### src/rtl/branch_pkg.sv
// Shared encodings for the execute-stage branch resolver.
package branch_pkg;

    // Branch funct3 encodings; 010 and 011 are reserved and decode as illegal.
    localparam logic [2:0] F3_BEQ  = 3'b000;
    localparam logic [2:0] F3_BNE  = 3'b001;
    localparam logic [2:0] F3_BLT  = 3'b100;
    localparam logic [2:0] F3_BGE  = 3'b101;
    localparam logic [2:0] F3_BLTU = 3'b110;
    localparam logic [2:0] F3_BGEU = 3'b111;

    // Resolver FSM: IDLE accepts branches, REDIRECT holds a corrected PC for fetch.
    typedef enum logic {
        IDLE     = 1'b0,
        REDIRECT = 1'b1
    } br_state_t;

endpackage

### src/rtl/branch_cond.sv
// Combinational branch-condition decode: funct3 plus comparator flags to taken/illegal.
module branch_cond
    import branch_pkg::*;
(
    input  logic [2:0] funct3,
    input  logic       eq,
    input  logic       lt,
    input  logic       ltu,
    output logic       taken,
    output logic       illegal
);

    // Select the flag for this branch type; reserved encodings are never taken.
    always_comb begin
        taken   = 1'b0;
        illegal = 1'b0;
        case (funct3)
            F3_BEQ:  taken = eq;
            F3_BNE:  taken = !eq;
            F3_BLT:  taken = lt;
            F3_BGE:  taken = !lt;
            F3_BLTU: taken = ltu;
            F3_BGEU: taken = !ltu;
            default: illegal = 1'b1;
        endcase
    end

endmodule

### src/rtl/branch_resolve.sv
// Execute-stage branch resolver: decides taken, detects mispredicts, holds a
// redirect for fetch and keeps saturating branch/mispredict counters.
//
// Handshakes: a branch transfers on a cycle where ex_valid && ex_ready; the
// redirect transfers on a cycle where redirect_valid && redirect_ready. Once
// redirect_valid is raised it and redirect_pc stay put until that transfer.
module branch_resolve
    import branch_pkg::*;
#(
    parameter int n  = 32,
    parameter int CW = 16
) (
    input  logic          clk,
    input  logic          reset,
    input  logic          ex_valid,
    output logic          ex_ready,
    input  logic [2:0]    funct3,
    input  logic          eq,
    input  logic          lt,
    input  logic          ltu,
    input  logic [n-1:0]  pc,
    input  logic [n-1:0]  imm,
    input  logic          pred_taken,
    output logic          flush,
    output logic          redirect_valid,
    output logic [n-1:0]  redirect_pc,
    input  logic          redirect_ready,
    output logic          illegal,
    output logic [CW-1:0] br_count,
    output logic [CW-1:0] mp_count,
    output br_state_t     dbg_state
);

    br_state_t     r_state;
    br_state_t     w_next_state;
    logic          w_taken;
    logic          w_illegal;
    logic          w_xfer;
    logic          w_legal_xfer;
    logic          w_mispredict;
    logic [n-1:0]  w_target;
    logic [n-1:0]  w_fall;
    logic          r_flush;
    logic          r_illegal;
    logic [n-1:0]  r_redirect_pc;
    logic [CW-1:0] r_br_count;
    logic [CW-1:0] r_mp_count;

    branch_cond u_cond (
        .funct3  (funct3),
        .eq      (eq),
        .lt      (lt),
        .ltu     (ltu),
        .taken   (w_taken),
        .illegal (w_illegal)
    );

    // Flags are only meaningful on a transfer; in REDIRECT nothing is accepted.
    assign w_xfer       = ex_valid && (r_state == IDLE);
    assign w_legal_xfer = w_xfer && !w_illegal;
    assign w_mispredict = w_legal_xfer && (w_taken != pred_taken);

    // Both addresses wrap modulo 2^n; the carry out is intentionally dropped.
    assign w_target = pc + imm;
    assign w_fall   = pc + n'(4);

    // FSM state register.
    always_ff @(posedge clk or posedge reset) begin
        if (reset) r_state <= IDLE;
        else       r_state <= w_next_state;
    end

    // FSM next-state and handshake outputs.
    always_comb begin
        w_next_state   = r_state;
        ex_ready       = 1'b0;
        redirect_valid = 1'b0;
        case (r_state)
            IDLE: begin
                ex_ready = 1'b1;
                if (w_mispredict) w_next_state = REDIRECT;
            end
            REDIRECT: begin
                redirect_valid = 1'b1;
                if (redirect_ready) w_next_state = IDLE;
            end
            default: w_next_state = IDLE;
        endcase
    end

    // Registered pulses, redirect address and saturating counters.
    always_ff @(posedge clk or posedge reset) begin
        if (reset) begin
            r_flush       <= 1'b0;
            r_illegal     <= 1'b0;
            r_redirect_pc <= '0;
            r_br_count    <= '0;
            r_mp_count    <= '0;
        end else begin
            r_flush   <= w_mispredict;
            r_illegal <= w_xfer && w_illegal;
            if (w_mispredict) r_redirect_pc <= w_taken ? w_target : w_fall;
            if (w_legal_xfer && (r_br_count != {CW{1'b1}})) r_br_count <= r_br_count + CW'(1);
            if (w_mispredict && (r_mp_count != {CW{1'b1}})) r_mp_count <= r_mp_count + CW'(1);
        end
    end

    assign flush       = r_flush;
    assign illegal     = r_illegal;
    assign redirect_pc = r_redirect_pc;
    assign br_count    = r_br_count;
    assign mp_count    = r_mp_count;
    assign dbg_state   = r_state;

endmodule
### config.mk
export PLATFORM = sky130hd
export DESIGN_NAME = branch_resolve
export DESIGN_NICKNAME = d
export VERILOG_FILES = /design/src/rtl/branch_pkg.sv /design/src/rtl/branch_cond.sv /design/src/rtl/branch_resolve.sv
export SDC_FILE = /design/constraint.sdc
export NUM_CORES = 1
export LEC_CHECK = 0
export BUFFER_PORTS_ARGS = -buffer_cell sky130_fd_sc_hd__buf_4
export CAP_MARGIN = 20
export CORE_MARGIN = 4
export CORE_UTILIZATION = 35
export DETAILED_ROUTE_END_ITERATION = 10
export PLACE_DENSITY = 0.67
export REMOVE_ABC_BUFFERS = 1
export SLEW_MARGIN = 20
export SYNTH_ARGS = -nofsm -noshare
export SYNTH_HDL_FRONTEND = slang
export SYNTH_SLANG_ARGS = --single-unit
### constraint.sdc
create_clock -name clk -period 5.2 [get_ports clk]
set_input_delay 0.52 -clock clk [delete_from_list [all_inputs] [get_ports clk]]
set_output_delay 0.52 -clock clk [all_outputs]
set_load 0.1 [all_outputs]
Word level (Yosys, flattened, before mapping)

Index checks and enable logic that the tools add are counted.

Input bits: 75
Output and inout port bits: 69
Word-level logic and storage cells: 38
Register bits: 67

Bitwise logic cells: 1
Reductions and logical operators: 11
Mux-type cells: 8
Add/subtract/negate cells: 4
Eq/ne operators: 8

Operators by type and width:

| kind                                           | count |
|---|---|
| adder 16 x 1 -> 16 bit (second input constant) | 2 |
| adder 32 x 3 -> 32 bit (second input constant) | 1 |
| adder 32 bit                                   | 1 |
| two-way mux 32 bit                             | 1 |
| != test 16 bit (second input constant)         | 2 |
| == test 3 bit (second input constant)          | 4 |
| logical AND 1 bit                              | 6 |
| one-hot mux 1 bit (6 select lines)             | 1 |
| OR reduction 6 bit                             | 1 |
| two-way mux 1 bit                              | 5 |
| == test 3 x 1 -> 1 bit (second input constant) | 1 |
| logical NOT 1 bit                              | 3 |
| logical NOT 3 bit                              | 1 |
| one-hot mux 1 bit (2 select lines)             | 1 |
| != test 1 bit                                  | 1 |
| inverter 1 bit                                 | 1 |

Longest topological paths before layout

Word-level depth: 6
Gate-level depth with buffers: 10
Gate-level depth less buffers: 10

Modules after synthesis

A second synthesis with hierarchy kept.

Cells, all modules: 617
Area, all modules: 5,282.6 um^2

By module, submodules not included:

| module         | seq. area each (um^2) | cells an instance | area each (um^2) | instances |
|---|---|---|---|---|
| branch_resolve | 1,676.6               | 611               | 5,236.3          | 1 |
| branch_cond    | 0.0                   | 6                 | 46.3             | 1 |

Least setup slack after synthesis

No wires, ideal clock.

Kind: reg2reg
Start point: register r_state, in the netlist dbg_state
End point: register r_mp_count[7], in the netlist mp_count[7]
Required time: 5,041 ps
Stages on the path, launching flop included: 8
Arrival: 2,866 ps
Slack: 2,175 ps
Setup time: 159 ps
Path through: dfrtp_1 -> inv_1 -> nand2_1 -> a21oi_1 -> nand3_1 -> nor3_1 -> nand4_1 -> xnor2_1

Longest elaborated chain between the ends: 5

Ends and longest elaborated chain:

| element                  | RTL line              | source |
|---|---|---|
| start: declaration       | branch_resolve.sv:34  | `br_state_t r_state;` |
| start signal: assignment | branch_resolve.sv:70  | `else r_state <= w_next_state;` |
| inverter 1 bit           | n/a                   |  |
| logical AND 1 bit        | branch_resolve.sv:59  | `assign w_xfer = ex_valid && (r_state == IDLE);` |
| logical AND 1 bit        | branch_resolve.sv:60  | `assign w_legal_xfer = w_xfer && !w_illegal;` |
| logical AND 1 bit        | branch_resolve.sv:61  | `assign w_mispredict = w_legal_xfer && (w_taken != pred_taken);` |
| logical AND 1 bit        | branch_resolve.sv:104 | `if (w_mispredict && (r_mp_count != {CW{1'b1}})) r_mp_count <= r_mp_count + CW'(1);` |
| end signal: assignment   | branch_resolve.sv:104 |  |
| end: declaration         | branch_resolve.sv:47  | `logic [CW-1:0] r_mp_count;` |

No other way between the ends.
A chain may end at the register's enable or synchronous reset.

Final worst setup path

Start point: input funct3[1]
End point: register r_redirect_pc[29], in the netlist redirect_pc[29]

Longest elaborated chain between the ends: 4

Ends and longest elaborated chain:

| element                                                                         | RTL line                                   | source |
|---|---|---|
| start: declaration                                                              | branch_resolve.sv:17                       | `input logic [2:0] funct3,` |
| == test 3 bit (tied with other cells)                                           | branch_cond.sv:17                          | `case (funct3)` |
| one-hot mux 1 bit (6 select lines) / OR reduction 6 bit (equally long branches) | n/a                                        |  |
| != test 1 bit / logical AND 1 bit (equally long branches)                       | branch_resolve.sv:61, branch_resolve.sv:60 |  |
| logical AND 1 bit                                                               | branch_resolve.sv:61                       |  |
| end signal: assignment                                                          | branch_resolve.sv:102                      | `if (w_mispredict) r_redirect_pc <= w_taken ? w_target : w_fall;` |
| end: declaration                                                                | branch_resolve.sv:45                       | `logic [n-1:0] r_redirect_pc;` |

Several ways; a longest one is shown, not always the timed one.

==> results.yml <==
critical_path:
  timing.critical_path.slowest_cell_delay_ns: 0.55
  critical_path.max_fanout: 26
  crit_path_end_kind: "register"
  cp_cell_sequence: "buf_4, mux2i_1, xnor2_1, a21oi_2, buf_4, xnor2_1, nand2_1, inv_1, nand2_1, o21ai_0, a211oi_2"
  cp_data_arrival_time_ns: 3.16
  critical_path.n_buffers_inverters: 3
  worst-setup-path-type: "in2reg"
  timing.critical_path.from_type: "input port"
  critical-path-slowest-cell: "sky130_fd_sc_hd__inv_1"
  crit_family: "buffers and inverters"
  crit_required_ns: 5.38
clock_tree:
  postCtsSetupBuffers: 0
  ctsResizeCount: 0
  cts_max_level: 3
  cts_buffer_depth: 2
  number_of_cts_inserted_buffers: 9
  tritoncts: "done"
  cts_root_buf: "sky130_fd_sc_hd__clkbuf_16"
  cts.reportedPaths.clkPinSlew_ns: 0.05
  cts_num_sinks: 67
  holdBufCountCts: 0
  clock_insertion_delay_worst_skew_ns: 0.33
yosys:
  synth-warning-count: 0
  seq_area_frac_synth_pct: 32.8
  synth.ff_latch_count: 67
  synthesized_instance_count: 604
  ys_async_sr_fraction_pct: 100
  synth-main-ff-cell: "sky130_fd_sc_hd__dfrtp_1"
  post_synthesis_cell_type_count: 59
  synth-edff-count: 0
  avgSynthCellArea_um2: 8.46
  mappedNetlistArea_um2: 5110
place:
  dp_hpwl_um: 11800
  port_buffers: 143
  finalWeightedCongestion: 0.917
global_route:
  grt_pass1_vias: 4622
  grt_pass1_wl_um: 23600
  global_route_usage_sum_pct: 17.7
  largest_net_degree_at_the_start_of_global_routing: 68
  grt_antenna_before_repair: 0
  global_route.overflow_total: 0
power_and_ir_drop:
  power_switching_mw: 1.83
  switching_share_pct: 54.7
  power.static_leakage_nw: 3.17
  clock_power_share_pct: 19.0
  p_int_mw: 1.51
  vdd_ir_drop_max_mv: 0.223
  power.density_cell_area_nw_per_um2: 499
  comb_power_share_pct: 57.3
  p_seq_share_pct: 23.7
min_path:
  worst_hold_path_type: "in2reg"
cells_and_area:
  multiInputGateArea_um2: 3300
  proportion_of_layout_cells_with_a_drive_suffix_above_1_pct: 24.3
  nFillCells: 1423
  antenna_cells: 0
  area.sequential_um2: 1680
  final_net_count: 854
  synthToLayoutAreaGrowth_pct: 30.8
floorplanning:
  placementRows: 43
  fp.dieArea_um2: 16600
  io_pins: 144
  die_height_um: 129
  placeableCoreArea_um2: 14100
  initial_utilization_pct: 36.3
  die-width_um: 129
timing:
  tns_ns: 0
  holdWs_ns: 0.361
  final_hold_viol_count: 0
  worst_pin_slew_ns: 0.853
  fin_crit_sh_pct: 57.2
  post-route-min-period_ns: 2.98
  unrepaired_setup_endpoints_after_global_routing: "no"
  max_slew_margin_pct: 43.2
  fmaxAchievable_mhz: 336
  report.final.setup_viol: 0
  finalMaxSlewViolations: 0
  clock_skew_ns: 0.00368
run_status:
  outcome: "finished clean"
route:
  first_iter_violations: 231
  wirelength_um: 14700
  ant_nets: 0
  drt_drc_violations_left: 0
  routed_vias: 4769
  route.detailed.vias_per_inst: 5.13
  avgRoutedWirePerCell_um: 15.8
  drtPass1Iterations: 5
run:
  drv.max_cap_violation_count: 0
==> per-layer routing <==
layer / track usage (%) / vias up / part of all wire, %
li1: - / 2433 / -
met3: 2.91 / 23 / 3.9
met4: 5.19 / 0 / 1.7
met1: 24.5 / 2200 / 47
met2: 28.5 / 113 / 47
met5: 0 / - / 0
==> cells in the final DEF (no fill, tap or decap), drive strengths merged, types with 3 or more instances in the layout <==
cell	synthesis	final
a21o	8	8
o21a	3	3
nand2	89	89
nor2	45	45
a31oi	12	12
xor2	36	36
o211ai	6	6
mux2i	3	3
dfrtp	67	67
nor4	3	3
ha	34	34
and3	20	20
nand4	18	18
a211oi	6	6
nand3	36	36
or2	3	3
xnor2	50	50
inv	16	16
clkinv	0	4
a221o	4	4
and2	4	4
a211o	4	4
a21oi	46	46
clkbuf	14	10
nor3	12	12
buf	5	148
o21ai	33	33
==> cell type report <==
type / count / area share, %
Sequential cell: 67 / 25.1
Clock buffer: 10 / 3.42
Inverter: 16 / 0.898
Timing Repair Buffer: 148 / 16.6
Multi-Input combinational cell: 502 / 49.4
Clock inverter: 6 / 1.20
Tap cell: 180 / 3.37
==> state kept, by name (all words and copies together), names as in the netlist <==
signal       cells
br_count        16
dbg_state        1
mp_count        16
redirect_pc     32
flush            1
illegal          1
==> through the flow <==
| stage | setup WS (ns) | power, mW | cells | util (%) | cell area, µm² |
|---|---|---|---|---|---|
| after floorplan | 0.515 | 2.25 | 585 | - | 5040 |
| after global placement | 1.97 | 2.71 | 913 | 45.2 | 6380 |
| after detailed placement | 1.87 | 2.72 | 913 | 45.2 | 6380 |
| after CTS | 2.21 | 3.36 | 929 | 47.4 | 6690 |
| after global routing | 1.96 | 3.49 | 929 | 47.4 | 6690 |
| final | 2.22 | 3.34 | 929 | 47.4 | 6690 |
==> final timing paths <==
check | from | endpoint | slack [ns] | depth (start not counted)
max in group asynchronous | reset | redirect_pc[25] | 4.20 | 3
worst min-delay path | redirect_ready | dbg_state | 0.36 | 2
min in group asynchronous | reset | illegal | 0.45 | 3
worst max register to register | dbg_state | redirect_pc[29] | 2.52 | 8
worst min register to register | redirect_pc[16] | redirect_pc[16] | 0.47 | 2
worst max-delay path | funct3[1] | redirect_pc[29] | 2.22 | 11
==> worst register-to-register path, delay by kind of cell (launching register included) <==
family / cells / cell delay [ns]
simple gates: 3 / 0.84
buf+inv: 2 / 0.66
flops: 1 / 0.40
compound gates: 3 / 0.63
==> cell families (layout without fill, tap and decap cells) <==
kind of cell	after synthesis	after routing	synth area share, %
muxes	5	5	1.10
DFF	67	67	32.8
xor gates and xnor gates	86	86	14.7
adders and majority gates	35	35	8.71
AOI/OAI and AO/OA	137	137	17.9
and+or+nand+nor	239	239	22.1
buffers and inverters	35	180	2.64
==> power groups by stage <==
| stage | Clock (mW) | Combinational (mW) | Sequential [mW] |
|---|---|---|---|
| 2_1_floorplan | 0 | 0.402 | 1.85 |
| 3_3_place_gp | 0 | 1.91 | 0.797 |
| 3_5_place_dp | 0 | 1.92 | 0.801 |
| 4_1_cts | 0.647 | 1.92 | 0.793 |
| 5_1_grt | 0.672 | 2.00 | 0.815 |
| 6_report | 0.636 | 1.91 | 0.791 |
==> synth_stat cells, types with 2 or more instances <==
cell type                   n  area share [%]
sky130_fd_sc_hd__a32oi_1    2            0.34
sky130_fd_sc_hd__o211ai_1   6            0.88
sky130_fd_sc_hd__nand3_1   36             3.5
sky130_fd_sc_hd__nand2_1   88             6.5
sky130_fd_sc_hd__nor2_1    45             3.3
sky130_fd_sc_hd__nand2b_1   2            0.24
sky130_fd_sc_hd__and4_1     2            0.34
sky130_fd_sc_hd__o21a_1     2            0.29
sky130_fd_sc_hd__nand4_1   17             2.1
sky130_fd_sc_hd__ha_1      34             8.3
sky130_fd_sc_hd__o21ai_1    3            0.29
sky130_fd_sc_hd__a221o_1    4            0.78
sky130_fd_sc_hd__or2_2      2            0.24
sky130_fd_sc_hd__nor3_1    12             1.2
sky130_fd_sc_hd__a211o_1    4            0.69
sky130_fd_sc_hd__a211oi_1   4            0.59
sky130_fd_sc_hd__inv_1     16             1.2
sky130_fd_sc_hd__xnor2_1   50             8.6
sky130_fd_sc_hd__o21ai_0   29             2.8
sky130_fd_sc_hd__a31oi_1   12             1.5
sky130_fd_sc_hd__xor2_1    36             6.2
sky130_fd_sc_hd__mux2i_1    3            0.59
sky130_fd_sc_hd__a21o_1     8             1.2
sky130_fd_sc_hd__o21bai_1   2            0.29
sky130_fd_sc_hd__clkbuf_1  14             1.0
sky130_fd_sc_hd__a21oi_2    2            0.34
sky130_fd_sc_hd__or4_1      2            0.29
sky130_fd_sc_hd__nor4_1     2            0.24
sky130_fd_sc_hd__buf_1      4            0.29
sky130_fd_sc_hd__and2_1     4            0.49
sky130_fd_sc_hd__and3_1    20             2.4
sky130_fd_sc_hd__a21oi_1   44             4.3
sky130_fd_sc_hd__dfrtp_1   67              33
(Power assumes the default switching activity.)
